## src/rtl/cia_pkg.sv

```systemverilog
// Shared types for the CIA interval timers and their control registers.
package cia;

   localparam int unsigned REG_W = 8;

   typedef logic [REG_W-1:0] reg8_t;

   // Bit positions inside CRA/CRB
   typedef enum logic [2:0] {
      CR_START          = 3'd0,
      CR_PBON           = 3'd1,
      CR_OUTMODE        = 3'd2,
      CR_RUNMODE        = 3'd3,
      CR_LOAD           = 3'd4,
      CR_INMODE         = 3'd5,
      CR_SPMODE_INMODE1 = 3'd6,
      CR_TODIN_ALARM    = 3'd7
   } cr_bit_e;

   // Count-event source selection
   typedef enum logic [1:0] {
      IN_PHI2   = 2'b00,
      IN_CNT    = 2'b01,
      IN_TA     = 2'b10,
      IN_TA_CNT = 2'b11
   } inmode_t;

   // Control bundle from the control register block to the timer datapath
   typedef struct packed {
      logic start;
      logic count;
      logic force_load;
      logic toggle;
   } tctrl_t;

endpackage

```

## src/rtl/cia_timer_ctrl.sv

```systemverilog
// CRA/CRB control register and count sequencer for one CIA interval timer.
module cia_timer_ctrl
   import cia::*;
#(
   parameter bit TIMER_B = 1'b0
) (
   input  logic       clk,
   input  logic       res_n,
   input  logic       phi2_dn,
   input  logic       cr_w,
   input  reg8_t      data,
   input  logic       cnt,
   input  logic       ta_ufl,
   input  logic       ufl,
   output tctrl_t     ctrl,
   output reg8_t      cr,
   output logic [1:0] aux
);

   reg8_t   cr_q;
   reg8_t   cr_d;
   logic    cnt_prev_q;
   logic    load_q;
   logic    load_d;
   logic    count_q;
   logic    count_d;
   logic    start_d;
   logic    event_c;
   inmode_t inmode_c;

   // Timer A has a single INMODE bit; timer B widens it into bit 6
   always_comb begin
      inmode_c = TIMER_B ? inmode_t'(cr_q[6:5]) : inmode_t'({1'b0, cr_q[5]});
   end

   // Count-event source for the current input mode
   always_comb begin
      event_c = 1'b0;
      case (inmode_c)
         IN_PHI2:   event_c = 1'b1;
         IN_CNT:    event_c = cnt & ~cnt_prev_q;
         IN_TA:     event_c = ta_ufl;
         IN_TA_CNT: event_c = ta_ufl & cnt;
         default:   event_c = 1'b0;
      endcase
   end

   // Next register state: a write beats the one-shot auto-stop
   always_comb begin
      cr_d    = cr_q;
      load_d  = 1'b0;
      start_d = cr_q[CR_START];
      if (cr_w) begin
         cr_d           = data;
         cr_d[CR_LOAD]  = 1'b0;
         load_d         = data[CR_LOAD];
         start_d        = data[CR_START];
      end else if (ufl && cr_q[CR_RUNMODE]) begin
         cr_d[CR_START] = 1'b0;
         start_d        = 1'b0;
      end
      count_d = start_d & event_c;
   end

   // State advances only on the PHI2 falling-edge strobe
   always_ff @(posedge clk or negedge res_n) begin
      if (!res_n) begin
         cr_q       <= '0;
         cnt_prev_q <= 1'b0;
         load_q     <= 1'b0;
         count_q    <= 1'b0;
      end else if (phi2_dn) begin
         cr_q       <= cr_d;
         cnt_prev_q <= cnt;
         load_q     <= load_d;
         count_q    <= count_d;
      end
   end

   // Outputs come straight from the state flops
   always_comb begin
      ctrl            = '0;
      ctrl.start      = cr_q[CR_START];
      ctrl.count      = count_q;
      ctrl.force_load = load_q;
      ctrl.toggle     = cr_q[CR_OUTMODE];
      cr              = cr_q;
      aux             = TIMER_B ? {cr_q[CR_TODIN_ALARM], 1'b0}
                                : {cr_q[CR_TODIN_ALARM], cr_q[CR_SPMODE_INMODE1]};
   end

endmodule

```

## config.mk

```make
export PLATFORM = sky130hd
export DESIGN_NAME = cia_timer_ctrl
export DESIGN_NICKNAME = d
export VERILOG_FILES = /design/src/rtl/cia_pkg.sv /design/src/rtl/cia_timer_ctrl.sv
export SDC_FILE = /design/constraint.sdc
export NUM_CORES = 1
export LEC_CHECK = 0
export CAP_MARGIN = 30
export CORE_MARGIN = 2
export CORE_UTILIZATION = 35
export DETAILED_ROUTE_END_ITERATION = 10
export PLACE_DENSITY = 0.78
export SLEW_MARGIN = 20
export SYNTH_ARGS = -nofsm -noshare
export SYNTH_HDL_FRONTEND = slang
export SYNTH_SLANG_ARGS = --single-unit
```

## constraint.sdc

```tcl
create_clock -name clk -period 1.1 [get_ports clk]
set_input_delay 0.275 -clock clk [delete_from_list [all_inputs] [get_ports clk]]
set_output_delay 0.275 -clock clk [all_outputs]
set_load 0.05 [all_outputs]
```

==> run summary, run 1 <==
Status: finished, violations left
Failing checks: setup timing
CTS buffer count: 3
Antenna diode count: 0
H-Tree Depth: 1
DR vias/cell: 4.74
Unrepaired setup endpoints after global routing: true
CP peak stage delay: 0.46 ns
WL/cell: 14.6 microns
Critical path fanouts, max: 3
Kind of critical path: register to output port
Die W: 41.5 microns
Final setup violation count: 13
First-pass DRT Iterations: 4
Die area: 1720 sq um
Residual DRC: 0
Critical Path Sink Type: output port
Worst Path Buf+Inv: 1
Worst EP arrival: 0.90 ns
GRT overflow: 0
PwrDens: 1670 nW/um^2
Dpl cell area: 857 sq um
Largest net degree at the start of global routing: 11
Nets: 88
Clk root buf: clkbuf_4
Final clock skew: 0.00247 ns
Vias: 412
Antenna Violating Nets Remaining: 0
Seq/Total Area, Yosys: 0.509
CTS max path bufs: 2
Final Critical Period: 1.17 ns
Mapped Nets: 56
Max cap viols: 0
Crit-path cells: buf_12
Clock latency at the later pin of the worst-skew pair: 0.27 ns
Slowest stage cell, crit path: dfrtp_2
Startpoint types: register
First-pass GRT wire length: 2210 microns
Max-slew violation count: 0
Total global routing track utilization: 0.178
Syn avg cell area: 12.0 sq um
Req. time, crit path: 0.82 ns
Final WL: 1270 microns
Synth Warn #: 0
PortBufs: 26
Clk slew on worst S/H paths: 0.07 ns
Max Freq: 853 MHz
TNS Setup: -0.611 ns
Mapped Area: 492 sq um
Setup ws final: -0.0724 ns
Final Cycle Share: 1.07
CTS tree: yes
DP Wirelength: 897 microns
Share of cells above drive strength 1: 0.528
Final instance area: 953 sq um
Place WS: -0.319 ns
IO Pins: 29
Final hold violations: 0
#FFs+latches synth: 10
Routability Congestion: 0.664
Layout area overhead: 93.9%
Antenna violations before repair: 0
Leakage power: 0.457 nW
Iter 0 DRT Violations: 14
Clock Sinks: 10
Yosys cell types: 15
Initial Util: 0.378
Maximum VDD drop: 861 uV
Core ar.: 1300 sq um
Crit-path leading delay family: flip-flops
HP Class: input pin to async pin
Cell count after synthesis: 41
Vias in the first global route: 449
Die height: 41.5 microns
Site Rows: 13
# hold bufs at CTS: 0
[sequential cells by signal (all words and copies together), names as in the netlist]
signal and flops:
load_q 1, cnt_prev_q 1, cr 7, count_q 1
[repair_timing]
| item | CTS | global route |
|---|---|---|
| resized for setup | 1 | 3 |
| endpoints found under the setup margin | 19 | 19 |
| buffers inserted | 6 | 1 |
| pin swaps | 0 | 2 |
[synthesized netlist by cell type (all sizes together)]
master   n  share of area
a311oi   1          0.018
mux2     6           0.18
conb     1         0.0076
o21ai    2          0.020
a21oi    1          0.010
inv      2          0.015
nor2     2          0.015
a31oi    1          0.013
dfrtp   10           0.51
nand2    5          0.053
buf      8           0.13
nand3    1          0.010
nand3b   1          0.015
[kinds of logic after synthesis]
group / share of synthesized area
and+or+nand+nor: 0.0941
muxes: 0.183
other: 0.00763
AOI/OAI and AO/OA: 0.0611
DFF: 0.509
buffers and inverters: 0.145
[cells in the final DEF (no fill, tap or decap)]
cell type and instances:
clkbuf_8 1, a31oi_1 1, buf_4 8, nand2_2 1
dfrtp_1 6, buf_12 13, nand2_4 1, conb_1 1
dlygate4sd2_1 1, dfrtp_2 4, clkdlybuf4s50_1 11, nand2_1 3
a311oi_1 1, inv_1 2, mux2_4 6, buf_6 1
a21oi_1 1, nand3_1 1, clkbuf_4 3, nand3b_1 1
nor2_1 2, o21ai_0 2, dlymetal6s2s_1 1
[where the power goes]
part	leakage (nW)	internal (mW)	total, mW	switching, mW
Combinational	0.321	0.402	0.755	0.352
Sequential	0.115	0.421	0.494	0.0727
Clock	0.0210	0.201	0.339	0.138
Total	0.457	1.02	1.59	0.563
[layer usage]
metal	vias up	track usage	wire length [microns]
met2	17	0.319	718
met5	-	0	0
li1	191	-	-
met4	0	0.116	40
met1	200	0.177	442
met3	4	0.0478	69
[area by class of cell]
type,instances,area (sq um)
Clock buffer,4,36.3
Fill cell,89,348
Inverter,2,7.51
Multi-Input combinational cell,21,173
Sequential cell,10,255
Tap cell,15,18.8
Timing Repair Buffer,35,463
[final timing paths]
path / from / to / slack [ns] / depth (start not counted)
worst min register to register: cnt_prev_q / cnt_prev_q / 0.55 / 2
max in group asynchronous: res_n / cr[7] / 0.45 / 1
min in group clk: phi2_dn / load_q / 0.46 / 3
worst min-delay path: res_n / cr[6] / 0.32 / 1
worst max-delay path: cr[6] / cr[6] / -0.07 / 1
worst max register to register: cr[1] / cr[1] / 0.05 / 3
[stage by stage]
step           utilization  power [mW]  hold WS, ns  instances
2_1_floorplan            -       0.843      -0.0206         41
3_3_place_gp         0.659        1.18        0.512         76
3_5_place_dp         0.659        1.19        0.540         76
4_1_cts              0.720        1.58        0.318         86
5_1_grt              0.733        1.64        0.338         87
6_report             0.733        1.59        0.316         87
Note: power is estimated with default switching activity, not from simulation.
==> inputs of run 2 (changes only) <==
--- a/config.mk
+++ b/config.mk
@@ -5,7 +5,7 @@
 export SDC_FILE = /design/constraint.sdc
 export NUM_CORES = 1
 export LEC_CHECK = 0
-export CAP_MARGIN = 30
+export CAP_MARGIN = 20
 export CORE_MARGIN = 2
 export CORE_UTILIZATION = 35
 export DETAILED_ROUTE_END_ITERATION = 10
==> constraint.sdc (replaced) <==
create_clock -name clk -period 1.1 [get_ports clk]
set_input_delay 0.11 -clock clk [delete_from_list [all_inputs] [get_ports clk]]
set_output_delay 0.11 -clock clk [all_outputs]
set_load 0.05 [all_outputs]
==> run 2 against run 1 <==
The run now ends clean. Register-to-register slack better by 0.09 ns. Sequential share of layout area grew 2.1 points. Critical path depth stayed put. Combinational power fell by 10%. Wire length is 18% lower. Via count decreased by 13%. Worst hold slack worse by 0.15 ns. Sequential power about the same. Die area stayed put. Clock skew is 0.0030 ns higher. Fmax up 15%. Total power shrank 9.7%. Critical endpoint is now cr[2]. Largest power group unchanged.
==> run summary, run 2 (synthesis gave the netlist of run 1 again) <==
Status: completed (was finished, violations left)
TNS Setup: 0 ns (was -0.611 ns)
CTS tree: yes (unchanged)
Final Critical Period: 1.02 ns (was 1.17 ns)
Vias in the first global route: 397 (was 449)
Cts repair resizes: 0 (was 1)
Clock Power Share: 0.183 (was 0.214)
Max Freq: 985 MHz (was 853 MHz)
Final clock skew: 0.00551 ns (was 0.00247 ns)
FF/Latch Area: 251 sq um (was 255 sq um)
Commonest non-fill, non-tap cells in the layout: clkdlybuf4s50_1 (13), buf_12 (13), dfrtp_1 (9), mux2_4 (6), nand2_1 (4) (was buf_12 (13), clkdlybuf4s50_1 (11), buf_4 (8), mux2_4 (6), dfrtp_1 (6))
CP peak stage delay: 0.47 ns (was 0.46 ns)
Clock latency at the later pin of the worst-skew pair: 0.26 ns (was 0.27 ns)
Routability Congestion: 0.662 (was 0.664)
Clock Sinks: 10 (unchanged)
First-pass GRT wire length: 1880 microns (was 2210 microns)
Sequential share of power: 0.344 (was 0.311)
Share of cells above drive strength 1: 0.391 (was 0.528)
Combinational share of power: 0.474 (was 0.475)
Antenna Violating Nets Remaining: 0 (unchanged)
Final setup violation count: 0 (was 13)
Die W: 41.5 microns (unchanged)
Largest net degree at the start of global routing: 11 (unchanged)
WL/cell: 13.1 microns (was 14.6 microns)
Leakage power: 0.404 nW (was 0.457 nW)
CTS max path bufs: 2 (unchanged)
# hold bufs at CTS: 0 (unchanged)
FILL cells: 103 (was 89)
Clk root buf: clkbuf_4 (unchanged)
Placed insts: 75 (was 76)
H-Tree Depth: 1 (unchanged)
Final instance area: 872 sq um (was 953 sq um)
Site Rows: 13 (unchanged)
Core ar.: 1300 sq um (unchanged)
Max reg flops: 7 (unchanged)
Final WL: 1040 microns (was 1270 microns)
Iter 0 DRT Violations: 8 (was 14)
Residual DRC: 0 (unchanged)
Worst EP arrival: 0.91 ns (was 0.90 ns)
Layout area overhead: 77.4% (was 93.9%)
# Post-CTS Setup Buffers: 0 (was 6)
Die height: 41.5 microns (unchanged)
GRT overflow: 0 (unchanged)
Final std cells w/o fill: 79 (was 87)
Maximum VDD drop: 788 uV (was 861 uV)
Crit-path cells: buf_12 (unchanged)
Critical path fanouts, max: 3 (unchanged)
Nets: 80 (was 88)
DP Wirelength: 867 microns (was 897 microns)
CTS buffer count: 3 (unchanged)
Total global routing track utilization: 0.147 (was 0.178)
Initial Util: 0.378 (unchanged)
Req. time, crit path: 0.99 ns (was 0.82 ns)
Max cap viols: 0 (unchanged)
Startpoint types: register (unchanged)
HP Class: input pin to async pin (unchanged)
Antenna violations before repair: 0 (unchanged)
Sw Share: 0.366 (was 0.354)
Unrepaired setup endpoints after global routing: false (was true)
Kind of critical path: register to output port (unchanged)
PwrDens: 1640 nW/um^2 (was 1670 nW/um^2)
Clk slew on worst S/H paths: 0.07 ns (about the same)
DR vias/cell: 4.53 (was 4.74)
Slowest stage cell, crit path: dfrtp_1 (was dfrtp_2)
Die area: 1720 sq um (unchanged)
Critical Path Sink Type: output port (unchanged)
PortBufs: 26 (unchanged)
Final hold violations: 0 (unchanged)
IO Pins: 29 (unchanged)
Crit-path leading delay family: flip-flops (unchanged)
Dpl cell area: 846 sq um (was 857 sq um)
Cell internal pwr: 0.910 mW (was 1.02 mW)
Max-slew violation count: 0 (unchanged)
First-pass DRT Iterations: 4 (unchanged)
Antenna diode count: 0 (unchanged)
Vias: 358 (was 412)
Worst Path Buf+Inv: 1 (unchanged)
Switching power: 0.525 mW (was 0.563 mW)
Final Cycle Share: 0.923 (was 1.07)
Multi-input logic area: 170 sq um (was 173 sq um)
==> run 2: cell count changes in the layout (fill, tap and decap cells not counted), sizes merged <==
cell	previous run	this run
buf	22	14
clkdlybuf4s50	11	13
dlygate4sd2	1	0
dlymetal6s2s	1	0
==> run 2: final cells by class <==
type                       count  share of cell area
tap                           15              0.0215
sequential                    10               0.288
timing repair buffer          27               0.456
clock buffer                   4              0.0301
inverter                       2             0.00861
multi-input combinational     21               0.195
==> run 2: final timing paths <==
kind / from / end / slack, ns / cells after the start
worst min-delay path: res_n / count_q / 0.17 / 1
worst min register to register: cnt_prev_q / cnt_prev_q / 0.53 / 2
min in group clk: cnt / cnt_prev_q / 0.46 / 3
worst max register to register: cr[3] / count_q / 0.14 / 3
worst max-delay path: cr[2] / cr[2] / 0.08 / 1
max in group asynchronous: res_n / cr[0] / 0.59 / 1
==> run 2: power groups by stage <==
stage / combinational (mW) / clock, mW / sequential [mW]
floorplan: 0.252 / 0 / 0.588
global placement: 0.673 / 0 / 0.498
detailed placement: 0.684 / 0 / 0.501
CTS: 0.685 / 0.274 / 0.494
global route: 0.702 / 0.289 / 0.501
finish: 0.679 / 0.262 / 0.493
==> run 2: metrics by stage <==
stage | utilization | worst slack, ns | total power, mW | hold WS [ns]
final | 0.670 | 0.0847 | 1.43 | 0.169
after global routing | 0.670 | 0.0419 | 1.49 | 0.190
after CTS | 0.670 | 0.0668 | 1.45 | 0.163
after detailed placement | 0.650 | -0.152 | 1.18 | 0.452
after global placement | 0.650 | -0.114 | 1.17 | 0.431
after floorplan | - | 0.00203 | 0.840 | -0.186
==> run 2: layer usage <==
layer	vias up	part of all wire	GRT usage	routed length (microns)
li1	174	-	-	-
met1	172	0.35	0.156	361
met2	12	0.61	0.269	637
met3	0	0.037	0.0174	38
met4	0	0	0.0968	0
met5	-	0	0	0
==> RTL edit 1: new RTL, flow settings as in run 1 <==
Change the parameter `TIMER_B` from 1'b0 to 1'b1.
--- a/src/rtl/cia_timer_ctrl.sv
+++ b/src/rtl/cia_timer_ctrl.sv
@@ -2,7 +2,7 @@
 module cia_timer_ctrl
    import cia::*;
 #(
-   parameter bit TIMER_B = 1'b0
+   parameter bit TIMER_B = 1'b1
 ) (
    input  logic       clk,
    input  logic       res_n,
Function: changed (a bounded check fails within 4 cycles, from zero or initial values).
==> RTL edit 1 against run 1 <==
The flow still finishes with violations (negative setup slack). Cell area down 0.66%. Hold slack better by 0.0052 ns. Sequential cell count unchanged. Power down 3.1%. Routed wire length down 15%. Maximum frequency down 3.7%. Setup slack worse by 0.045 ns. Largest power group unchanged. Area after synthesis down 3.6%.
==> RTL edit 1: results (changes against run 1) <==
[finish]
finalNetCount=85  ; was 88
final_cells=84  ; was 87
layout-drive-gt1-share=0.507  ; was 0.528
largest_register_ffs=7  ; unchanged
antenna_cells=0  ; unchanged

[synthesis]
synth-xor-area-share=0  ; unchanged
synth_top_cells_by_count=dfrtp_1 (10), buf_4 (8), mux2_2 (4)  ; was dfrtp_1 (10), buf_4 (7), mux2_4 (6)
ys_warn_count=0  ; unchanged
seq_area_frac_synth=0.528  ; was 0.509
synth_compound_area_frac=0.0818  ; was 0.0611
synthArstFlopShare=1.00  ; unchanged
synth_adder_area_share=0  ; unchanged
synthMuxAreaShare=0.187  ; was 0.183
syn_inst=40  ; was 41
ys_types=15  ; unchanged
synth_top_flop_cell=dfrtp_1  ; unchanged
synth_area_leaders=dfrtp_1 (53%), buf_4 (13%), mux2_2 (9.5%), mux2_1 (7.1%), a21boi_0 (3.2%)  ; was dfrtp_1 (51%), mux2_4 (18%), buf_4 (11%), nand2_1 (3.1%), buf_6 (2.3%)

[worst_setup_path]
crit_start=cr[0]$_DFFE_PN0P_  ; was cr[6]$_DFFE_PN0P_
r2r_cells=4  ; was 3
r2r_end=count_q$_DFFE_PN0P_  ; was cr[1]$_DFFE_PN0P_
cp_max_fo=3  ; unchanged
r2r_slack_ns=0.06
timing.critical_path.to=cr[0]  ; was cr[6]
r2r-start=cr[6]$_DFFE_PN0P_  ; was cr[1]$_DFFE_PN0P_

[placed_design]
dpl.cell_count=78  ; was 76
place_congestion=0.638  ; was 0.664
dp_hpwl_um=824  ; was 897 um
io_buffer_count=26  ; unchanged
dp_slack_ns=-0.335  ; was -0.319 ns

[power]
p_leak_nw=0.435  ; was 0.457 nW
switching_share=0.346  ; was 0.354
irDropWorstVdd_uv=894  ; was 861 uV

[sta]
finClkSkew_ns=0.00293  ; was 0.00247 ns
setup_ws_ns=-0.117  ; was -0.0724 ns
finalSetupViolCount=11  ; was 13

[status]
status=complete, but fails checks  ; unchanged
violations=negative setup slack  ; unchanged

[cts]
ctsRootBufferMaster=clkbuf_4  ; unchanged
cts.htree.levels=1  ; unchanged
cts_buffer_depth=2  ; unchanged
cts_buffers=3  ; unchanged
clk_latency_ns=0.26

[grt]
grt_pass1_wl_um=1590  ; was 2210 um
grt_pass1_vias=353  ; was 449
antenna_found_initial=0  ; unchanged
grt_util_met3=0.0380  ; was 0.0478
grt_usage=0.158  ; was 0.178
grt_max_degree=11  ; unchanged
met1_usage=0.202  ; was 0.177
grt_use_met2=0.234  ; was 0.319

[detailed_routing]
first_pass_iters=3  ; was 4
wl_per_cell_um=12.8  ; was 14.6 um
drtIter0Drc=3  ; was 14
route.detailed.drc=0  ; unchanged
vias=373  ; was 412

[job]
cap_violations=0  ; unchanged

[hold_path]
hold_class=input port to async pin  ; unchanged

==> RTL edit 1: critical path, stage by stage, from the launching register on <==
cell and delay, ns:
dfrtp_2 0.41, buf_6 0.13, buf_12 0.14
==> RTL edit 1: power groups by stage <==
| stage | combinational [mW] | clock [mW] | sequential [mW] |
|---|---|---|---|
| final | 0.729 | 0.324 | 0.485 |
| after global placement | 0.667 | 0 | 0.486 |
| after detailed placement | 0.677 | 0 | 0.488 |
| after global routing | 0.764 | 0.355 | 0.491 |
| after CTS | 0.710 | 0.338 | 0.481 |
| after floorplan | 0.218 | 0 | 0.594 |
==> RTL edit 1: repair_timing <==
item / 4_1_cts / 5_1_grt
pin swaps: 1 / 2
setup buffers: 2 / 0
hold buffers: 0 / 0
setup endpoints to repair: 18 / 20
resized for setup: 5 / 8
==> RTL edit 1: layout make-up <==
class	count	area (um2)
Multi-Input combinational cell	20	184
Inverter	3	11.3
Sequential cell	10	255
Timing Repair Buffer	32	442
Clock buffer	4	36.3
Fill cell	84	338
Tap cell	15	18.8
==> RTL edit 1: layer usage <==
metal / wire length [um] / share of wire
met1: 443 / 0.41
met4: 6 / 0.0056
met3: 74 / 0.069
met2: 554 / 0.51
met5: 0 / 0
==> RTL edit 1: metrics by stage <==
step / hold slack [ns] / cell area (um2) / power [mW] / TNS [ns]
floorplan: -0.0206 / 483 / 0.812 / -0.0520
global placement: 0.490 / 852 / 1.15 / -2.53
detailed placement: 0.498 / 852 / 1.16 / -2.86
CTS: 0.331 / 913 / 1.53 / -0.693
global route: 0.356 / 947 / 1.61 / -0.981
finish: 0.321 / 947 / 1.54 / -0.592
==> RTL edit 2: new RTL, settings of run 1 <==
Without the edit above. Add an input register stage for `phi2_dn`, `cr_w`, `data`, `cnt`, `ta_ufl` and `ufl`, without a reset; this delays them by one clock.
--- a/src/rtl/cia_timer_ctrl.sv
+++ b/src/rtl/cia_timer_ctrl.sv
@@ -16,6 +16,22 @@
    output reg8_t      cr,
    output logic [1:0] aux
 );
+
+   logic phi2_dn_q;
+   logic cr_w_q;
+   reg8_t data_q;
+   logic cnt_q;
+   logic ta_ufl_q;
+   logic ufl_q;
+
+   always_ff @(posedge clk) begin
+      phi2_dn_q <= phi2_dn;
+      cr_w_q    <= cr_w;
+      data_q    <= data;
+      cnt_q     <= cnt;
+      ta_ufl_q  <= ta_ufl;
+      ufl_q     <= ufl;
+   end
 
    reg8_t   cr_q;
    reg8_t   cr_d;
@@ -38,9 +54,9 @@
       event_c = 1'b0;
       case (inmode_c)
          IN_PHI2:   event_c = 1'b1;
-         IN_CNT:    event_c = cnt & ~cnt_prev_q;
-         IN_TA:     event_c = ta_ufl;
-         IN_TA_CNT: event_c = ta_ufl & cnt;
+         IN_CNT:    event_c = cnt_q & ~cnt_prev_q;
+         IN_TA:     event_c = ta_ufl_q;
+         IN_TA_CNT: event_c = ta_ufl_q & cnt_q;
          default:   event_c = 1'b0;
       endcase
    end
@@ -50,12 +66,12 @@
       cr_d    = cr_q;
       load_d  = 1'b0;
       start_d = cr_q[CR_START];
-      if (cr_w) begin
-         cr_d           = data;
+      if (cr_w_q) begin
+         cr_d           = data_q;
          cr_d[CR_LOAD]  = 1'b0;
-         load_d         = data[CR_LOAD];
-         start_d        = data[CR_START];
-      end else if (ufl && cr_q[CR_RUNMODE]) begin
+         load_d         = data_q[CR_LOAD];
+         start_d        = data_q[CR_START];
+      end else if (ufl_q && cr_q[CR_RUNMODE]) begin
          cr_d[CR_START] = 1'b0;
          start_d        = 1'b0;
       end
@@ -69,9 +85,9 @@
          cnt_prev_q <= 1'b0;
          load_q     <= 1'b0;
          count_q    <= 1'b0;
-      end else if (phi2_dn) begin
+      end else if (phi2_dn_q) begin
          cr_q       <= cr_d;
-         cnt_prev_q <= cnt;
+         cnt_prev_q <= cnt_q;
          load_q     <= load_d;
          count_q    <= count_d;
       end
Function: changed (Yosys sat finds a counterexample within 4 cycles, from zero or initial values).
==> RTL edit 2 against run 1 <==
Setup slack worse by 0.037 ns. Routed wire length unchanged. The flow still finishes with violations (negative setup slack). Count of clock-buffer cells in the layout unchanged. Area after synthesis up 49%. Die area up 44%. Cell area up 25%. Power up 33%. Highest routed layer unchanged. Combinational power down 3.2%. Sequential cell count up 12. Register-to-register slack worse by 0.03 ns. Hold slack worse by 0.070 ns. Critical endpoint is now aux[1].
==> RTL edit 2: results (changes against run 1) <==
[status]
violations=negative setup slack  ; unchanged
status=complete, but fails checks  ; unchanged

[synthesis]
syn_avg_cell_area_um2=13.8  ; was 12.0 um2
syn-num-nets=68  ; was 56
synth_top_cells_by_count=dfxtp_1 (12), dfrtp_1 (10), buf_4 (7)  ; was dfrtp_1 (10), buf_4 (7), mux2_4 (6)
synthArstFlopShare=0.455  ; was 1.00
synth_area_leaders=dfrtp_1 (34%), dfxtp_1 (33%), mux2_4 (12%), buf_4 (7.2%), nand2_1 (2.1%)  ; was dfrtp_1 (51%), mux2_4 (18%), buf_4 (11%), nand2_1 (3.1%), buf_6 (2.3%)
seq_area_frac_synth=0.670  ; was 0.509
ys_types=16  ; was 15

[cts]
clk_pin_slew_ns=0.11  ; was 0.07 ns
clkSinkCount=22  ; was 10
cts_resized=0  ; was 1
clk_latency_ns=0.30  ; was 0.27 ns

[sta]
setup_ws_ns=-0.110  ; was -0.0724 ns
finalSetupViolCount=13  ; unchanged
finClkSkew_ns=0.00604  ; was 0.00247 ns
hold-worst-slack_ns=0.246  ; was 0.316 ns

[finish]
final_cells=110  ; was 87
buffer_area_frac=0.377  ; was 0.486
fill_cells=170  ; was 89
largest_register_ffs=8  ; was 7
syn_to_final_growth_pct=63.1  ; was 93.9%
seq_area_um2=495  ; was 255 um2
finish.utilization=0.608  ; was 0.733
multi_input_area_share=0.143  ; was 0.181
buffers=34  ; was 35
multi_input_area_um2=170  ; was 173 um2

[grt]
grt_pass1_vias=485  ; was 449
grt_max_degree=13  ; was 11
grt_usage=0.124  ; was 0.178

[worst_setup_path]
r2r_cells=4  ; was 3
r2r_slack_ns=0.02  ; was 0.05 ns
r2r_end=count_q$_DFFE_PN0P_  ; was cr[1]$_DFFE_PN0P_

[placed_design]
place_congestion=0.630  ; was 0.664
dp_slack_ns=0.119  ; was -0.319 ns
dpl_cell_area_um2=1110  ; was 857 um2

[power]
irDropWorstVdd_uv=1090  ; was 861 uV
p_leak_nw=0.542  ; was 0.457 nW
p_sw_uw=645  ; was 563 uW

[detailed_routing]
drtIter0Drc=3  ; was 14
wl_per_cell_um=11.5  ; was 14.6 um

-- RTL edit 2: cell count changes in the layout (fill, tap and decap cells not counted) --
| cell | change |
|---|---|
| nand2_1 | +1 |
| nand2_2 | -1 |
| dfxtp_1 | +12 |
| clkdlybuf4s50_1 | +2 |
| dlygate4sd2_1 | -1 |
| dlymetal6s2s_1 | -1 |
| buf_6 | -1 |
-- RTL edit 2: per-layer routing --
metal  share of wire  global-route usage
met4           0.011              0.0833
met2            0.54               0.200
met3           0.040              0.0182
met1            0.41               0.152
met5               0                   0
-- RTL edit 2: cells by family after synthesis --
logic type / Yosys count / synth area share
buffers and inverters: 10 / 0.0974
muxes: 6 / 0.123
AOI/OAI and AO/OA: 5 / 0.0410
other: 1 / 0.00512
and+or+nand+nor: 9 / 0.0632
DFF: 22 / 0.670
-- RTL edit 2: worst max-delay path by stage --
stage / from / to / slack (ns)
floorplan: cr[3]$_DFFE_PN0P_ / count_q$_DFFE_PN0P_ / 0.002
global placement: cr_w_q$_DFF_P_ / cr[7]$_DFFE_PN0P_ / 0.17
detailed placement: cr[3]$_DFFE_PN0P_ / count_q$_DFFE_PN0P_ / 0.12
CTS: cr[7]$_DFFE_PN0P_ / aux[1] / -0.12
global route: cr[7]$_DFFE_PN0P_ / aux[1] / -0.16
finish: cr[7]$_DFFE_PN0P_ / aux[1] / -0.11
-- RTL edit 2: power groups by stage --
stage | combinational (mW) | clock (mW) | sequential (mW)
6_report | 0.731 | 0.427 | 0.960
5_1_grt | 0.756 | 0.477 | 0.971
4_1_cts | 0.736 | 0.441 | 0.961
3_5_place_dp | 0.681 | 0 | 0.984
3_3_place_gp | 0.671 | 0 | 0.980
2_1_floorplan | 0.251 | 0 | 1.07
